## config.mk

```make
export PLATFORM = sky130hd
export DESIGN_NAME = wgt_shift_bank
export DESIGN_NICKNAME = d
export VERILOG_FILES = /design/src/rtl/wgt_shift_bank.sv
export SDC_FILE = /design/constraint.sdc
export NUM_CORES = 1
export LEC_CHECK = 0
export CAP_MARGIN = 20
export CORE_ASPECT_RATIO = 0.7
export CORE_MARGIN = 5
export CORE_UTILIZATION = 39
export CTS_CLUSTER_SIZE = 28
export DETAILED_ROUTE_END_ITERATION = 8
export MAX_ROUTING_LAYER = met4
export PLACE_DENSITY = 0.75
export RECOVER_POWER = 100
export SYNTH_ARGS = -nofsm -noshare
export SYNTH_HDL_FRONTEND = slang
export SYNTH_SLANG_ARGS = --single-unit
```

## constraint.sdc

```tcl
create_clock -name clk -period 1.2 [get_ports clk]
set_input_delay 0.3 -clock clk [delete_from_list [all_inputs] [get_ports clk]]
set_output_delay 0.3 -clock clk [all_outputs]
set_load 0.01 [all_outputs]
```

## src/rtl/wgt_shift_bank.sv

```systemverilog
// wgt_shift_bank: per-channel weight shift chains with optional double buffering (WGT_SHIFT_BANK_DBL_EN)
module wgt_shift_bank #(
  parameter int DATA_W = 8,
  parameter int TAPS = 3,
  parameter int CH = 4
) (
  input  logic                     clk,
  input  logic                     rst,
  input  logic                     stall,
  input  logic                     in_valid,
  output logic                     in_ready,
  input  logic [DATA_W*CH-1:0]     in_data,
  input  logic                     swap,
  output logic                     load_done,
  output logic [DATA_W*TAPS*CH-1:0] wgt_out,
  output logic                     act_valid
);
  localparam int CW = $clog2(TAPS + 1);
  localparam logic [0:0] FILL = 1'b0;
  localparam logic [0:0] FULL = 1'b1;
  logic [0:0] state;
  logic [CW-1:0] cnt;
  logic [DATA_W-1:0] ld [CH][TAPS];
  logic accept, commit;
  assign in_ready = !stall && state == FILL;
  assign accept = in_valid && in_ready;
  assign commit = !stall && swap && state == FULL;
  assign load_done = state == FULL;
  // fill counter and FILL/FULL state; a swap in FULL restarts the load
  always_ff @(posedge clk) begin
    if (rst) begin
      cnt <= '0;
      state <= FILL;
    end else if (commit) begin
      cnt <= '0;
      state <= FILL;
    end else if (accept) begin
      cnt <= cnt + CW'(1);
      state <= cnt == CW'(TAPS - 1) ? FULL : FILL;
    end
  end
  // load bank: each accepted beat pushes one weight into tap 0 of every channel
  always_ff @(posedge clk) begin
    if (rst) ld <= '{default: '0};
    else if (accept)
      for (int c = 0; c < CH; c++) begin
        ld[c][0] <= in_data[c*DATA_W +: DATA_W];
        for (int k = 1; k < TAPS; k++) ld[c][k] <= ld[c][k-1];
      end
  end
`ifdef WGT_SHIFT_BANK_DBL_EN
  logic [DATA_W-1:0] act [CH][TAPS];
  // active bank only changes on a committed swap so loading never disturbs wgt_out
  always_ff @(posedge clk) begin
    if (rst) begin
      act <= '{default: '0};
      act_valid <= 1'b0;
    end else if (commit) begin
      act <= ld;
      act_valid <= 1'b1;
    end
  end
  for (genvar c = 0; c < CH; c++) begin : g_ch
    for (genvar k = 0; k < TAPS; k++) begin : g_tap
      assign wgt_out[(c*TAPS+k)*DATA_W +: DATA_W] = act[c][k];
    end
  end
`else
  assign act_valid = state == FULL;
  for (genvar c = 0; c < CH; c++) begin : g_ch
    for (genvar k = 0; k < TAPS; k++) begin : g_tap
      assign wgt_out[(c*TAPS+k)*DATA_W +: DATA_W] = ld[c][k];
    end
  end
`endif
endmodule

```

==> results.yml <==
status:
  status: "finished with violations"
  violations: "setup timing"
sta:
  fin_ws_ps: -118
  hold_viol_final: 0
  min_period_ps: 1320
  tns_ps: -7810
  rsz0062_at_grt: "yes"
  slew_headroom: 0.827
  fin_hold_ws_ps: 356
  setup_viol: 97
  tightest_slew_ps: 259
  fin_crit_sh: 1.10
  slew_violations: 0
  fin_skew_ps: 6.81
  fmax_mhz: 759
grt:
  grt_pass1_vias: 3399
  antenna_found_initial: 0
  grt_max_degree: 52
  grt_first_pass_wirelength_um: 15800
  grt_use_total: 0.189
  gr-total-overflow: 0
place:
  port_buffers: 135
  finalWeightedCongestion: 0.770
  dpl.hpwl_um: 6960
  dp.cells: 729
  place_area_mm2: 0.00543
setup_path:
  required_ps: 1420
  worstSetupEndpointType: "flip-flop"
  cp_top_family: "simple AND/OR/NAND/NOR gates"
  worstSetupPathType: "reg -> reg"
  slowest_delay_ps: 480
  crit_fanout: 11
  path_buf_inv: 1
  startpoint_type: "flip-flop"
  crit_chain: "or3b_4, clkbuf_16, nand2_1, a21oi_1"
  slowest_stage: "or3b_4"
  arrival_ps: 1540
clock_tree:
  htreeDepth: 3
  ctsLongestPathBuffers: 2
  insertion_delay_ps: 340
  root_buffer: "clkbuf_16"
  cts_buffers: 9
  cts_sinks: 99
  postCtsHoldBufs: 0
  cts_tree: "done"
  path_clk_slew_ps: 60
logic_synthesis:
  synth_top_cell_by_area: "dfxtp_1"
  yosysWarnings: 0
  syn_nets: 472
  ys_top_cells_by_area: "dfxtp_1 (57%), nand2_1 (21%), a21oi_1 (14%)"
  synth_seq_area_share: 0.574
  yosys.area.top_type_share: 0.574
  synth_area_mm2: 0.00345
  avgSynthCellArea_um2: 7.95
  postSynthCellCount: 434
  ys_ff_latch: 99
  netlist-cell-type-count: 15
power:
  p_per_area_mw_per_mm2: 1300
  peakVddDrop_v: 0.000932
  leakagePower_uw: 0.00232
detailed_routing:
  ant_nets: 0
  vias_per_cell: 4.72
  vias: 3561
  routedWlPerCell_um: 14.9
  drt_first_iter_violations: 182
  drc: 0
  routed_wl_um: 11200
  drtPass1Iterations: 4
final_layout:
  nets: 669
  regArea_mm2: 0.00202
  fin_cells: 754
  drive_gt1_frac: 0.341
  num-fill-cells: 799
  syn_to_final_growth_pct: 61.0
  multi_input_area_mm2: 0.00144
  diodes: 0
  fin_area_mm2: 0.00556
  final_util: 0.650
floorplanning:
  initial_core_util: 0.404
  die-area_mm2: 0.0109
  die_h_um: 88.7
  rows: 28
  io_pins: 136
  die_w_um: 122
  core_area_mm2: 0.00855
run:
  maxCapViolations: 0
min_path:
  hold_class: "in -> reg"
## cells in the mapped netlist, drive strengths merged
cell	count
clkbuf	13
buf	21
a21oi	97
inv	2
a31o	1
or3b	1
nor3b	1
xnor2	1
ha	1
nor2	4
dfxtp	99
nand2	192
a211oi	1
## sequential cells by signal, indices dropped and copies added, names as in the netlist
name       cells
cnt            2
wgt_out       96
act_valid      1
## cell type report
class	count	share of cell area
tap	120	0.0270
clock buffer	11	0.0419
timing repair buffer	219	0.296
sequential	99	0.363
inverter	2	0.00135
multi-input combinational	300	0.259
clock inverter	3	0.0117
## stage by stage
stage          setup slack [ps]  total power (µW)
5_1_grt                    -145              7450
2_1_floorplan              -120              3790
3_3_place_gp               -481              4250
3_5_place_dp               -531              4270
4_1_cts                    -137              7140
6_report                   -118              7200
## placed cells by master (no fill, tap or decap), types with 8 or more instances in the layout
master	count
a21oi_1	86
a21oi_2	11
buf_12	8
buf_2	53
buf_4	68
clkbuf_1	46
clkbuf_16	14
clkdlybuf4s50_1	33
dfxtp_1	74
dfxtp_2	24
nand2_1	169
nand2_2	14
nand2_4	9
## cells by family (layout without fill, tap and decap cells)
kind of cell	after synthesis	in the layout	synth area share
simple gates	198	199	0.218
compound gates	99	99	0.145
flops	99	99	0.574
buf+inv	36	235	0.0565
fa+ha+maj	1	1	0.00362
xor+xnor	1	1	0.00254
## worst paths after layout
| check | startpoint | to | slack (ps) | cells after the start |
|---|---|---|---|---|
| worst max register to register | act_valid | wgt_out[66] | -120 | 4 |
| worst min register to register | wgt_out[89] | wgt_out[89] | 450 | 2 |
| worst min-delay path | rst | cnt[0] | 360 | 3 |
| worst max-delay path | act_valid | wgt_out[66] | -120 | 4 |
## report_power, final
part / total [µW] / switching, µW / internal (µW)
Sequential: 3410 / 46.6 / 3370
Combinational: 827 / 411 / 416
Clock: 2960 / 1160 / 1800
## worst reg2reg max path, stage by stage (launching register included)
cell	delay, ps
dfxtp_4	370
or3b_4	480
clkbuf_16	210
nand2_1	70
a21oi_1	70
## per-layer routing
| layer | part of all wire | vias to the layer above | track usage |
|---|---|---|---|
| met2 | 0.47 | 115 | 0.309 |
| met5 | 0 | - | - |
| met4 | 0.012 | 0 | 0.0549 |
| li1 | - | 1782 | - |
| met3 | 0.097 | 15 | 0.0856 |
| met1 | 0.42 | 1649 | 0.211 |
## timing repair
action | 4_1_cts | 5_1_grt
pin swaps | 0 | 13
gates resized for setup | 403 | 70
setup endpoints to repair | 197 | 115
buffers inserted | 1 | 1
cloned | 0 | 9
No activity file was read; power rests on OpenSTA's default activity.
